<file path="src/rtl/segre_mem_arbiter.sv">
// segre_mem_arbiter: shares the core memory port between IF line fetches and MEM-stage fills/writebacks.
// Optional IF anti-starvation streak counter is enabled by defining SEGRE_ARB_FAIRNESS_EN.
package segre_mem_arbiter_pkg;
  typedef enum logic [1:0] {BYTE = 2'd0, HALF = 2'd1, WORD = 2'd2} memop_data_type_e;
endpackage

module segre_mem_arbiter
  import segre_mem_arbiter_pkg::*;
#(
  parameter int ADDR_SIZE             = 32,
  parameter int CACHE_LINE_SIZE_BYTES = 16,
  parameter int MAX_MEM_STREAK        = 4
) (
  input  logic                               clk_i,
  input  logic                               rsn_i,
  input  logic                               if_req_i,
  input  logic [ADDR_SIZE-1:0]               if_addr_i,
  output logic                               if_ready_o,
  input  logic                               ms_rd_i,
  input  logic                               ms_wr_i,
  input  logic [ADDR_SIZE-1:0]               ms_addr_i,
  input  memop_data_type_e                   ms_data_type_i,
  input  logic [CACHE_LINE_SIZE_BYTES*8-1:0] ms_wr_data_i,
  output logic                               ms_ready_o,
  output logic [ADDR_SIZE-1:0]               addr_o,
  output logic                               mem_rd_o,
  output logic                               mem_wr_o,
  output memop_data_type_e                   mem_data_type_o,
  output logic [CACHE_LINE_SIZE_BYTES*8-1:0] mem_wr_data_o,
  input  logic                               mem_ready_i,
  output logic                               sel_mem_req_o,
  output logic                               busy_o
);
  typedef enum logic [1:0] {IDLE, GNT_IF, GNT_MS} state_e;
  state_e                             r_state;
  logic [ADDR_SIZE-1:0]               r_addr;
  logic                               r_rd, r_wr;
  memop_data_type_e                   r_type;
  logic [CACHE_LINE_SIZE_BYTES*8-1:0] r_wr_data;
  logic                               w_ms_req, w_sample, w_fair_turn, w_if_wins;
`ifdef SEGRE_ARB_FAIRNESS_EN
  localparam int SW = $clog2(MAX_MEM_STREAK + 1);
  logic [SW-1:0] r_streak;
  assign w_fair_turn = (r_streak == SW'(MAX_MEM_STREAK));
`else
  assign w_fair_turn = 1'b0;
`endif
  assign w_ms_req  = ms_rd_i | ms_wr_i;
  // Arbitrate only when the port is free or is being freed this cycle.
  assign w_sample  = (r_state == IDLE) | mem_ready_i;
  assign w_if_wins = if_req_i & (~w_ms_req | w_fair_turn);
  always_ff @(posedge clk_i or negedge rsn_i) begin
    if (!rsn_i) begin
      r_state   <= IDLE;
      r_addr    <= '0;
      r_rd      <= 1'b0;
      r_wr      <= 1'b0;
      r_type    <= WORD;
      r_wr_data <= '0;
`ifdef SEGRE_ARB_FAIRNESS_EN
      r_streak  <= '0;
`endif
    end else begin
      if (w_sample) begin
        r_state <= w_if_wins ? GNT_IF : w_ms_req ? GNT_MS : IDLE;
        if (w_if_wins) begin
          r_addr <= if_addr_i;
          r_rd   <= 1'b1;
          r_wr   <= 1'b0;
          r_type <= WORD;
        end else if (w_ms_req) begin
          r_addr    <= ms_addr_i;
          r_rd      <= ~ms_wr_i;
          r_wr      <= ms_wr_i;
          r_type    <= ms_data_type_i;
          r_wr_data <= ms_wr_data_i;
        end else begin
          r_rd <= 1'b0;
          r_wr <= 1'b0;
        end
      end
`ifdef SEGRE_ARB_FAIRNESS_EN
      if (!if_req_i || (w_sample && w_if_wins)) r_streak <= '0;
      else if (w_sample && w_ms_req && !w_fair_turn) r_streak <= r_streak + 1'b1;
`endif
    end
  end
  assign if_ready_o      = mem_ready_i & (r_state == GNT_IF);
  assign ms_ready_o      = mem_ready_i & (r_state == GNT_MS);
  assign addr_o          = r_addr;
  assign mem_rd_o        = r_rd;
  assign mem_wr_o        = r_wr;
  assign mem_data_type_o = r_type;
  assign mem_wr_data_o   = r_wr_data;
  assign sel_mem_req_o   = (r_state == GNT_MS);
  assign busy_o          = (r_state != IDLE);
endmodule

</file>
<file path="config.mk">
export PLATFORM = sky130hd
export DESIGN_NAME = segre_mem_arbiter
export DESIGN_NICKNAME = d
export VERILOG_FILES = /design/src/rtl/segre_mem_arbiter.sv
export SDC_FILE = /design/constraint.sdc
export NUM_CORES = 1
export LEC_CHECK = 0
export ABC_AREA = 1
export BUFFER_PORTS_ARGS = -buffer_cell sky130_fd_sc_hd__buf_4
export CORE_AREA = 4 4 142 144
export CTS_BUF_LIST = sky130_fd_sc_hd__clkbuf_2
export CTS_CLUSTER_DIAMETER = 40
export DETAILED_ROUTE_END_ITERATION = 8
export DIE_AREA = 0 0 146 148
export GPL_TIMING_DRIVEN = 0
export PLACE_DENSITY = 0.76
export SETUP_SLACK_MARGIN = 0.1
export SKIP_CTS_REPAIR_TIMING = 1
export SLEW_MARGIN = 20
export SYNTH_ARGS = -nofsm -noshare
export SYNTH_HDL_FRONTEND = slang
export SYNTH_SLANG_ARGS = --single-unit
</file>
<file path="constraint.sdc">
create_clock -name clk_i -period 2.5 [get_ports clk_i]
set_input_delay 0.75 -clock clk_i [delete_from_list [all_inputs] [get_ports clk_i]]
set_output_delay 0.75 -clock clk_i [all_outputs]
set_load 0.02 [all_outputs]
</file>
# ---- After elaboration in Yosys (flattened, before gate mapping)
# Index checks and enable logic that the tools add are counted.
dict set report op_classes {
  eq_ne 2
  muxes 10
  bitwise 8
  reduce_logical 5
}
# op n
set op_table {}
lappend op_table {{$mux 32} 2}
lappend op_table {{$mux 2} 4}
lappend op_table {{$mux 1} 4}
lappend op_table {{$reduce_bool 2->1} 2}
lappend op_table {{$and 1x1->1} 3}
lappend op_table {{$not 1->1} 3}
lappend op_table {{$reduce_and 3->1} 1}
lappend op_table {{$eq 2x1->1 const B} 1}
lappend op_table {{$eq 2x2->1 const B} 1}
lappend op_table {{$logic_not 2->1} 1}
lappend op_table {{$or 1x1->1} 2}
lappend op_table {{$reduce_and 2->1} 1}
dict set report totals {
  ff_bits 166
  output_inout_bits 168
}

# ---- Depth between registers and ports, before layout
dict set report logic_depth {
  depth_word 5
  mapped_depth 8
}

# ---- Least setup slack after synthesis
# No wires, ideal clock.
dict set report synth_path {
  path_type {input to output}
  start {input port mem_ready_i}
  end {output port if_ready_o}
  arrival_time_ns 1.253
  path_slack_ns 0.497
  path_stages 2
  n_path_buf 0
  cell_sequence {inv_2 -> nor3_1}
}
dict set report synth_via {
  elab_chain_len 1
}
# element line_no
set synth_lines {}
lappend synth_lines {{from (decl)} 30} ;# input logic mem_ready_i,
lappend synth_lines {{$and 1x1->1} 88} ;# assign if_ready_o = mem_ready_i & (r_state == GNT_IF);
lappend synth_lines {{to (decl)} 18} ;# output logic if_ready_o,
# No other way between the ends.

# ---- Final worst setup path
dict set report layout_path {
  start {register r_state[1]}
  end {output port if_ready_o}
}
dict set report layout_via {
  elab_chain_len 2
}
# element line_no
set layout_lines {}
lappend layout_lines {{from (decl)} 35} ;# state_e r_state;
lappend layout_lines {{from (signal assigned)} 65} ;# r_state <= w_if_wins ? GNT_IF : w_ms_req ? GNT_MS : IDLE;
lappend layout_lines {{$eq 2x1->1} 88}
lappend layout_lines {{$and 1x1->1} 88}
# No other way between the ends.

==> metrics.md <==
| Metric | Value |
|---|---|
| RSZ-0062 raised after global routing | yes |
| Area leader, netlist | dfrtp_1 |
| CP Max Fanout | 3 |
| Worst-Margin Slew | around 0.56 ns |
| Area grow syn2layout | 46.7% |
| Mean post-synth cell area | roughly 8.5 um^2 |
| EDFF count, synth | 0 |
| First-pass GRT wire length | between 30000 and 40000 um |
| Seq/Total Area, Yosys | ~59% |
| DRC | 0 |
| DP HPWL | around 19000 um |
| Origin of the critical flop-to-flop path | r_state[1] |
| Sink Count | 166 |
| WP data arrival | approximately 1.5 ns |
| HP Class | in -> reg |
| Share of the synthesized area in the top cell type | between 50 and 60% |
| Ant diodes | 0 |
| Seq pwr share | between 40% and 50% |
| Final antenna-violating net count | 0 |
| DRT iter0 DRCs | roughly 310 |
| Port Buf Inserts | between 300 and 400 |
| TritonRoute pass-1 iters | 4 |
| Setup ws final | approximately 0.23 ns |
| Setup-failing EPs final | 0 |
| Total track usage | 21.9% |
| Final hold violation count | 0 |
| Cts bufs inserted | 17 |
| VDD IR max | 0.000295 V |
| HP Start | ms_wr_data_i[125] |
| Ys async rst share | 100% |
| Switching power total | between 2000 and 3000 uW |
| Chip width | 146 um |
| Layout cells sized above 1 | 37.5% |
| PwrDens | just under 700 nW/um^2 |
| Critical path cell sequence | nor3_2 > buf_4 |
| Place WS | 0.330 ns |
| CORE AREA | 18700 um^2 |
| Post-DP Area | around 10000 um^2 |
| Starting Density | around 38% |
| Synth Cell Area | 7090 um^2 |
| Sw Share | ~37% |
| Clk slew on worst S/H paths | ~0.26 ns |
| Crit path from | r_state[1] |
| Die area | 21600 um^2 |
| Slew Limit Fails | 0 |
| Tcrit/Tclk final | 90.9% |
| Status | complete, no violations |
| Top cells by area, synth | dfrtp_1 (58%), nand2_1 (23%), nand3_1 (11%) |
| Total routed wirelength | between 20000 and 25000 um |
| Final weighted congestion in routability-driven placement | 0.879 |
| Largest net degree at the start of global routing | 96 |
| NumNets Final | between 1000 and 1500 |
| Max clock buf depth | 2 |
| Comb pwr share | 34.0% |
| Leakage power | a little under 0.006 uW |
| Most common cell after layout, fill and taps aside | nand2_1 |
| Worst-Skew Late Latency | about 0.70 ns |
| Clock network power share | slightly below 20% |
| Vias in the first global route | between 6000 and 7000 |
| Most frequent cells in the layout | nand2_1 (431), buf_4 (369), dfrtp_1 (165), nand3_1 (161), buf_2 (35) |
| Highest clock rate | about 440 MHz |
| Mapped Nets | between 1000 and 1500 |
| Slowest stage delay, CP | between 0.4 and 0.5 ns |
| DIE HEIGHT | ~150 um |
| Post-Syn Instances | 835 |
| H-tree depth | 4 |
| Final Cell Area | roughly 10000 um^2 |
| Row cnt | 50 |
| Fin crit period | around 2.3 ns |
| Vias per inst | 4.78 |
| Top Ports | roughly 370 |
| Worst Setup Path Type | reg -> out |
| Max Cap Violations | 0 |
| Setup crit start kind | register |
| CTS tree | done |
| Most common flop cell mapped by yosys | dfrtp_1 |
| WL/cell | between 15 and 20 um |
| Initial antenna violation count | 0 |
| Warning count from the yosys run | 0 |
| Cell Int Power | about 4500 uW |
| Post-synth cell types | 22 |
| Root buffer cell | clkbuf_2 |
| CP required | roughly 1.8 ns |
| Seq cells post-synth | 166 |
| Normalized max-slew margin | 62.9% |
| Total gr overflow | 0 |
| Crit end category | primary output |
| Skew final | about 0.030 ns |
| Worst path slowest cell | dfrtp_1 |
| Vias | about 7000 |
[layout make-up]
cell class                      instances  area [um^2]
Clock inverter                         14          125
Fill cell                            1803         8300
Tap cell                              234          293
Sequential cell                       166         4160
Inverter                                6         22.5
Multi-Input combinational cell        605         2530
Buffer                                 58          397
Timing Repair Buffer                  368         2800
Clock buffer                           18         90.1
[critical path: cells and delay by family (launching register included)]
kind | cells | cell delay [ns]
buf+inv | 1 | 0.16
flops | 1 | 0.48
simple gates | 1 | 0.18
[worst paths after layout]
kind / to / slack [ns] / depth (start not counted)
max: if_ready_o / 0.23 / 2
min: mem_wr_data_o[125] / 0.23 / 3
max reg2reg: mem_wr_data_o[48] / 0.85 / 7
min reg2reg: mem_wr_data_o[16] / 0.50 / 2
max in group asynchronous: mem_data_type_o[1] / 1.07 / 3
min in group asynchronous: mem_wr_data_o[100] / 0.54 / 2
[metrics by stage]
step / util, % / cells / hold slack, ns / power, uW / TNS (ns)
after floorplan: - / 835 / 0.454 / 4580 / 0
after global placement: 54.2 / 1435 / 0.454 / 5810 / -45.12
after detailed placement: 54.4 / 1436 / 0.459 / 5860 / 0
after CTS: 55.5 / 1468 / -0.122 / 7270 / 0
after global routing: 55.6 / 1469 / 0.116 / 7610 / 0
final: 55.6 / 1469 / 0.234 / 7170 / 0
[per-layer routing]
metal	share of wire (%)	GRT usage [%]
met1	36	23.9
met2	51	38.9
met3	10	8.19
met4	2.7	8.51
met5	0	0
[cells in the mapped netlist (2+ instances only)]
cell and number:
nor3_1 2, nand2_1 431, nand2_4 3, clkbuf_1 4, nand3_1 161, buf_1 2
buf_8 4, buf_2 35, inv_2 5, buf_4 5, dfrtp_1 165, o21ai_0 2
buf_6 6, nor2_1 2
[power by group through the flow]
stage	Combinational [uW]	Sequential [uW]	Clock [uW]
2_1_floorplan	686	3890	0
3_3_place_gp	2430	3380	0
3_5_place_dp	2470	3390	0
4_1_cts	2470	3350	1450
5_1_grt	2650	3400	1550
6_report	2440	3350	1390
[sequential cells by signal (all words and copies together), names as in the netlist]
signal	cells
mem_wr_o	1
addr_o	32
r_state	2
mem_data_type_o	2
mem_rd_o	1
mem_wr_data_o	128
[cell families after synthesis]
family,Yosys count,synth area share (%)
AOI/OAI and AO/OA,3,0.265
and+or+nand+nor,602,35.2
DFF,166,58.6
buffers and inverters,64,5.91
No activity file was read; power rests on OpenSTA's default activity.
